## config.mk

```make
export PLATFORM = sky130hd
export DESIGN_NAME = cic_decimator
export DESIGN_NICKNAME = d
export VERILOG_FILES = /design/src/rtl/cic_decimator.sv
export SDC_FILE = /design/constraint.sdc
export NUM_CORES = 1
export LEC_CHECK = 0
export CAP_MARGIN = 5
export CORE_AREA = 2 2 243 245
export DETAILED_ROUTE_END_ITERATION = 16
export DIE_AREA = 0 0 245 247
export PLACE_DENSITY = 0.53
export SYNTH_ARGS = -nofsm -noshare
export SYNTH_HDL_FRONTEND = slang
export SYNTH_SLANG_ARGS = --single-unit
```

## constraint.sdc

```tcl
create_clock -name clk_i -period 17.6 [get_ports clk_i]
set_input_delay 3.52 -clock clk_i [delete_from_list [all_inputs] [get_ports clk_i]]
set_output_delay 3.52 -clock clk_i [all_outputs]
set_load 0.005 [all_outputs]
```

## src/rtl/cic_decimator.sv

```systemverilog
// ---------------------------------------------------------------------------
// cic_decimator
//   Three-stage CIC decimator (differential delay 1, decimation R = 2^SET_DEC_LOG2)
//   for a signed mixer product. Integrators run at the input sample rate and
//   advance only on valid_i. Combs run once per decimated sample as a
//   one-register-per-stage pipeline. The top SET_OUT_WIDTH bits of the W-bit
//   comb result are clipped to the output range.
//
//   Optional build macro: CIC_ROUND_EN
//     defined   -> add 2^(W-SET_OUT_WIDTH-1) before truncation (round half up)
//     undefined -> plain truncation toward negative infinity, no adder
//
// Ports
//   clk_i    in   1              clock
//   rst_n_i  in   1              asynchronous active-low reset
//   clr_i    in   1              synchronous clear of all filter state
//   valid_i  in   1              input sample strobe
//   data_i   in   SET_IN_WIDTH   signed mixer product
//   valid_o  out  1              one-cycle pulse per decimated sample
//   data_o   out  SET_OUT_WIDTH  signed decimated sample (held between pulses)
//   sat_o    out  1              sticky saturation flag
// ---------------------------------------------------------------------------
module cic_decimator #(
  parameter int SET_IN_WIDTH  = 23,
  parameter int SET_DEC_LOG2  = 4,
  parameter int SET_OUT_WIDTH = 16
) (
  input  logic                            clk_i,
  input  logic                            rst_n_i,
  input  logic                            clr_i,
  input  logic                            valid_i,
  input  logic signed [SET_IN_WIDTH-1:0]  data_i,
  output logic                            valid_o,
  output logic signed [SET_OUT_WIDTH-1:0] data_o,
  output logic                            sat_o
);

  localparam int W  = SET_IN_WIDTH + 3 * SET_DEC_LOG2;
  localparam int SH = W - SET_OUT_WIDTH;

  localparam logic signed [SET_OUT_WIDTH-1:0] OUT_MAX = {1'b0, {(SET_OUT_WIDTH-1){1'b1}}};
  localparam logic signed [SET_OUT_WIDTH-1:0] OUT_MIN = {1'b1, {(SET_OUT_WIDTH-1){1'b0}}};

`ifdef CIC_ROUND_EN
  localparam logic [W:0] RND = {{(W-SH+1){1'b0}}, 1'b1, {(SH-1){1'b0}}};
`endif

  logic signed [W-1:0]          integ1, integ2, integ3;
  logic signed [W-1:0]          i1_nxt, i2_nxt, i3_nxt;
  logic signed [W-1:0]          c1, c2, c3;
  logic signed [W-1:0]          d1, d2, d3;
  logic [SET_DEC_LOG2-1:0]      cnt;
  logic                         dec_v, v1, v2, v3;
  logic [W:0]                   ext;
  logic [SET_OUT_WIDTH:0]       qv;
  logic                         clip;
  logic signed [SET_OUT_WIDTH-1:0] q_sat;

  // Integrator cascade for the current sample; the three adders are chained
  // so the registered state always equals the ideal CIC integrator outputs.
  always_comb begin
    i1_nxt = integ1 + {{(W-SET_IN_WIDTH){data_i[SET_IN_WIDTH-1]}}, data_i};
    i2_nxt = integ2 + i1_nxt;
    i3_nxt = integ3 + i2_nxt;
  end

  // Output quantiser: one guard bit above the comb result catches the carry
  // out of the rounding constant, so overflow shows up as a sign mismatch
  // between the guard bit and the output MSB.
  always_comb begin
    // NOTE: every always_comb output gets a default first so no path can infer a latch.
    ext   = '0;
    q_sat = '0;
`ifdef CIC_ROUND_EN
    ext = {c3[W-1], c3} + RND;
`else
    ext = {c3[W-1], c3};
`endif
    qv   = ext[W:SH];
    clip = qv[SET_OUT_WIDTH] ^ qv[SET_OUT_WIDTH-1];
    if (clip) q_sat = qv[SET_OUT_WIDTH] ? OUT_MIN : OUT_MAX;
    else      q_sat = qv[SET_OUT_WIDTH-1:0];
  end

  // Pipeline timing for a triggering sample accepted at edge E0:
  //   E0 integrators + dec_v, E1 comb1, E2 comb2, E3 comb3, E4 valid_o/data_o.
  always_ff @(posedge clk_i or negedge rst_n_i) begin
    // NOTE: sequential state uses non-blocking assignments so every register samples pre-edge values.
    if (!rst_n_i) begin
      integ1 <= '0; integ2 <= '0; integ3 <= '0;
      c1 <= '0; c2 <= '0; c3 <= '0;
      d1 <= '0; d2 <= '0; d3 <= '0;
      cnt <= '0;
      dec_v <= 1'b0; v1 <= 1'b0; v2 <= 1'b0; v3 <= 1'b0;
      valid_o <= 1'b0; data_o <= '0; sat_o <= 1'b0;
    end else if (clr_i) begin
      integ1 <= '0; integ2 <= '0; integ3 <= '0;
      c1 <= '0; c2 <= '0; c3 <= '0;
      d1 <= '0; d2 <= '0; d3 <= '0;
      cnt <= '0;
      dec_v <= 1'b0; v1 <= 1'b0; v2 <= 1'b0; v3 <= 1'b0;
      valid_o <= 1'b0; data_o <= '0; sat_o <= 1'b0;
    end else begin
      if (valid_i) begin
        integ1 <= i1_nxt;
        integ2 <= i2_nxt;
        integ3 <= i3_nxt;
        cnt    <= cnt + SET_DEC_LOG2'(1);
      end
      dec_v <= valid_i && (cnt == '1);

      v1 <= dec_v;
      if (dec_v) begin
        c1 <= integ3 - d1;
        d1 <= integ3;
      end

      v2 <= v1;
      if (v1) begin
        c2 <= c1 - d2;
        d2 <= c1;
      end

      v3 <= v2;
      if (v2) begin
        c3 <= c2 - d3;
        d3 <= c2;
      end

      valid_o <= v3;
      if (v3) begin
        data_o <= q_sat;
        sat_o  <= sat_o | clip;
      end
    end
  end

endmodule

```

## Word-level counts from Yosys, hierarchy flattened

Index checks and enable logic that the tools add are counted.
W data, S select, Z words.

- Output and inout bits: 18
- Input port bits: 27
- Register bits after elaboration: 340
- Logic and storage cells: 57

- Add/sub/neg operators: 7
- Reductions and logical operators: 6
- Equal/unequal tests: 1
- Multiplexer cells: 27

Operator list:

| cell | number |
|---|---|
| $mux W35 | 18 |
| $add A35 B35 Y35 | 3 |
| $sub A35 B35 Y35 | 3 |
| $mux W16 | 2 |
| $reduce_bool A2 Y1 | 5 |
| $mux W4 | 2 |
| $mux W1 | 5 |
| $add A4 B1 Y4 const B | 1 |
| $eq A4 B4 Y1 const B | 1 |
| $logic_and A1 B1 Y1 | 1 |

## Longest topological paths before layout

- Depth after elaboration: 5
- Mapped depth: 33
- Mapped depth without buffers: 33

## Least setup slack after synthesis

No wires, ideal clock.

- Path type: in2reg
- Start point: input port data_i[0]
- End point: register integ3[33]
- Required time: 17468 ps
- Arrival time: 9088 ps
- Path slack: 8380 ps
- Stages on the path: 33
- Setup time: 132 ps
- Buffers on the path: 0
- Cells stage by stage: ha_1 > fa_1 > a21oi_1 > o21a_1 > o31ai_2 > or2_2 > a21oi_1 > nor2b_1 > o21a_1 > nor2_1 > xnor2_1 > ha_1 > nand4_1 > inv_1 > a32oi_1 > nand2_2 > a31o_2 > a21oi_1 > o21bai_1 > a21oi_1 > xnor2_1 > ha_1 > nand2_1 > or3_1 > nor2b_1 > nand3_1 > a21oi_1 > nor3b_1 > o311ai_0 > o211ai_1 > xnor2_1 > mux2i_1 > nor2_1

- Word-level cells in the longest chain between the ends: 5

Ends and longest elaborated chain:

| item | RTL line | text |
|---|---|---|
| start: declaration | 32 | `input logic signed [SET_IN_WIDTH-1:0] data_i,` |
| $add A35 B35 Y35 | 62 | `i1_nxt = integ1 + {{(W-SET_IN_WIDTH){data_i[SET_IN_WIDTH-1]}}, data_i};` |
| $add A35 B35 Y35 | 63 | `i2_nxt = integ2 + i1_nxt;` |
| $add A35 B35 Y35 | 64 | `i3_nxt = integ3 + i2_nxt;` |
| $mux W35 | 104 | `if (valid_i) begin` |
| $mux W35 | 96 | `end else if (clr_i) begin` |
| end signal: assignment | 107 | `integ3 <= i3_nxt;` |
| end: declaration | 48 | `logic signed [W-1:0] integ1, integ2, integ3;` |

No other way between the ends. The select of a mux whose other input is x is not followed.
A chain may end at the register's enable or synchronous reset.

## Worst setup path in the final report

Ends and elaborated chain as after synthesis.

==> impl_metrics.tcl <==
set metrics [dict create \
    status "complete, no violations" \
    synth_top_cell_area_share_pct 36.0 \
    rsz0062_at_grt "false" \
    gp_congestion 0.868 \
    arrival_ns 10.32 \
    peakVddDrop_mv 0.0868 \
    n_antenna_cell 0 \
    coreArea_um2 58200 \
    wl_per_cell_um 14.2 \
    max_freq_ghz 0.101 \
    syn_nets 2631 \
    power_leakage_nw 11.5 \
    synth_cell_types 81 \
    slowest_delay_ns 0.41 \
    fin_tns_setup_ns 0 \
    async_flop_share_pct 100 \
    first_pass_iters 5 \
    grt_pass1_wl_um 79200 \
    routed-via-count 16300 \
    yosysWarnings 0 \
    r2r-start "integ1[0]$_DFFE_PN0P_" \
    crit_fanout 6 \
    io_pins 45 \
    grt_util_all_layers_pct 15.4 \
    io_buffers 43 \
    dp_hpwl_um 31900 \
    grt_max_degree 215 \
    maxCapViolCount 0 \
    fin_worst_skew_ns 0.0192 \
    r2r_slack_ns 10.68 \
    clockBufferDepth 3 \
    start_util_pct 38.3 \
    cp-start-kind "primary input" \
    critPathSlowestCell "fa_1" \
    yosysSeqAreaShare_pct 36.0 \
    netlist_area_um2 22300 \
    insertion_delay_ns 0.56 \
    antenna_found_initial 0 \
    drt_iter0_markers 840 \
    via_per_inst 5.08 \
    worst-setup-path-type "primary input to flip-flop" \
    instances_no_fill 3208 \
    drc 0 \
    die_width_um 245 \
    critPathLaunch "data_i[0]" \
    p_clk_share_pct 23.0 \
    syn_to_final_growth_pct 11.6 \
    cts_root_buffer "clkbuf_16" \
    p_sw_share_pct 40.5 \
    cts.sinks 321 \
    cts_inserted_buffers 41 \
    p_sw_w 0.00152 \
    cp.required_ns 18.00 \
    dp.cells 3136 \
    placed_cell_area_um2 23500 \
    cpMostUsedCell "a21oi_1" \
    hp-class "flip-flop to flip-flop" \
    hold_buffers 0 \
    synth_edf_count 0 \
    grt_pass1_vias 16500 \
    fin_area_um2 24900 \
    grt_overflow_total 0 \
    power_frac_comb_pct 53.6 \
    worst_pin_slew_ns 1.00 \
    h-tree-depth 2 \
    path_clk_slew_ns 0.06 \
    setup_viol 0 \
    post_cts_buffers 0 \
    period_share_pct 56.4 \
    slew_headroom_pct 33.0 \
    hold_start "c3[23]$_DFFE_PN0P_" \
    yosysTopAreaCell "dfrtp_1" \
    drtAntennaViolNets 0 \
    nets 2644 \
    slew_viol_final 0 \
    holdWs_ns 0.513 \
    power_w 0.00376 \
    synth_flop_cell "dfrtp_1" \
    ys_ff_latch 321 \
    hold_viol 0 \
    drive_gt1_share_pct 4.11 \
    synth_area_leaders "dfrtp_1 (36%), mux2i_1 (12%), ha_1 (12%)" \
    pwr-share-seq_pct 23.4 \
    syn_inst 2393 \
    die_h_um 247 \
    postSynthAreaPerCell_um2 9.32 \
    wl_um 45400 \
    cellPowerDensity_nw_per_um2 151 \
    layout_min_cycle_time_ns 9.92 \
    worstSetupEndpointType "flip-flop" \
    internal-power_w 0.00224 \
    die_area_um2 60500 \
    cts_resized 0 \
    cts_tree "done" \
    rows 89 \
]
worst max-delay path: cells and delay by family:
kind / cells / cell delay (ns)
buf+inv: 2 / 0.48
compound gates: 11 / 2.39
xor+xnor: 3 / 0.48
fa+ha+maj: 4 / 1.38
mux: 1 / 0.14
simple gates: 12 / 1.92
power by group through the flow:
stage	Sequential, W	Combinational (W)	Clock [W]
3_3_place_gp	0.000889	0.00196	0
4_1_cts	0.000878	0.00201	0.000897
2_1_floorplan	0.000868	0.00162	0
6_report	0.000878	0.00202	0.000865
3_5_place_dp	0.000890	0.00200	0
5_1_grt	0.000890	0.00226	0.000924
layout make-up:
class                           instances  area, um^2
Multi-Input combinational cell       1836       13400
Fill cell                            5610       33400
Timing Repair Buffer                   51         514
Clock inverter                         15         215
Inverter                              155         582
Clock buffer                           57        1180
Sequential cell                       321        8040
Tap cell                              773         967
layout by cell type (no fill, tap or decap), drive strengths merged, types with 9 or more instances in the layout:
master and count:
nor2 392, dfrtp 321, mux2i 270, ha 206, a21oi 171, inv 157, xnor2 127, a21o 104
nand2 78, o21ai 69, clkbuf 57, xor2 41, clkdlybuf4s50 40, o21bai 33, nor2b 28, nor3 26
o21a 25, nand3 24, a211oi 22, nand2b 20, nand4 17, or3 14, a31oi 14, and3 13
o31ai 11, buf 11, and2 9, o211ai 9, nor3b 9, nand3b 9, a22o 9
synthesized netlist by cell type (all sizes together), types with 22 or more instances:
cell type and count:
ha 206, nor2 392, xor2 41, a21oi 171, a211oi 22, o21bai 33
o21ai 69, nand3 24, buf 22, nor2b 28, inv 155, a21o 104
clkbuf 59, xnor2 127, nor3 26, nand2 78, dfrtp 321, o21a 25
mux2i 270
stage by stage:
step	worst slack, ns	utilization, %
floorplan	8.38	-
global placement	7.28	40.3
detailed placement	7.17	40.3
CTS	7.75	42.7
global route	7.08	42.7
finish	7.68	42.7
state kept, by name, summed over array words and instances, names as in the netlist, 4 cells and up:
signal,flops
c3,16
integ3,35
integ1,35
integ2,35
data_o,16
d3,35
d2,35
c2,35
d1,35
c1,35
cnt,4
worst paths after layout:
check	to	cells after the start
max	integ3[33]$_DFFE_PN0P_	33
min	c3[23]$_DFFE_PN0P_	1
max reg2reg	integ3[33]$_DFFE_PN0P_	32
min reg2reg	c3[23]$_DFFE_PN0P_	1
max in group asynchronous	v2$_DFF_PN0_	3
min in group asynchronous	c2[2]$_DFFE_PN0P_	1
routing by layer:
layer / GRT usage (%) / up-vias / wire length [um]
li1: - / 8458 / -
met5: 0 / - / 0
met2: 26.6 / 219 / 20900
met4: 5.86 / 0 / 1480
met1: 19.7 / 7521 / 22000
met3: 1.90 / 93 / 1110
cells by family after synthesis:
group / share of synthesized area (%)
other: 0.0168
AO/OA/AOI/OAI: 15.7
XOR/XNOR: 6.74
buffers and inverters: 4.00
multiplexers: 12.1
adder cells (fa/ha/maj): 12.0
AND/OR/NAND/NOR: 13.4
flip-flops: 36.0
Power figures use the tool's default switching activity.
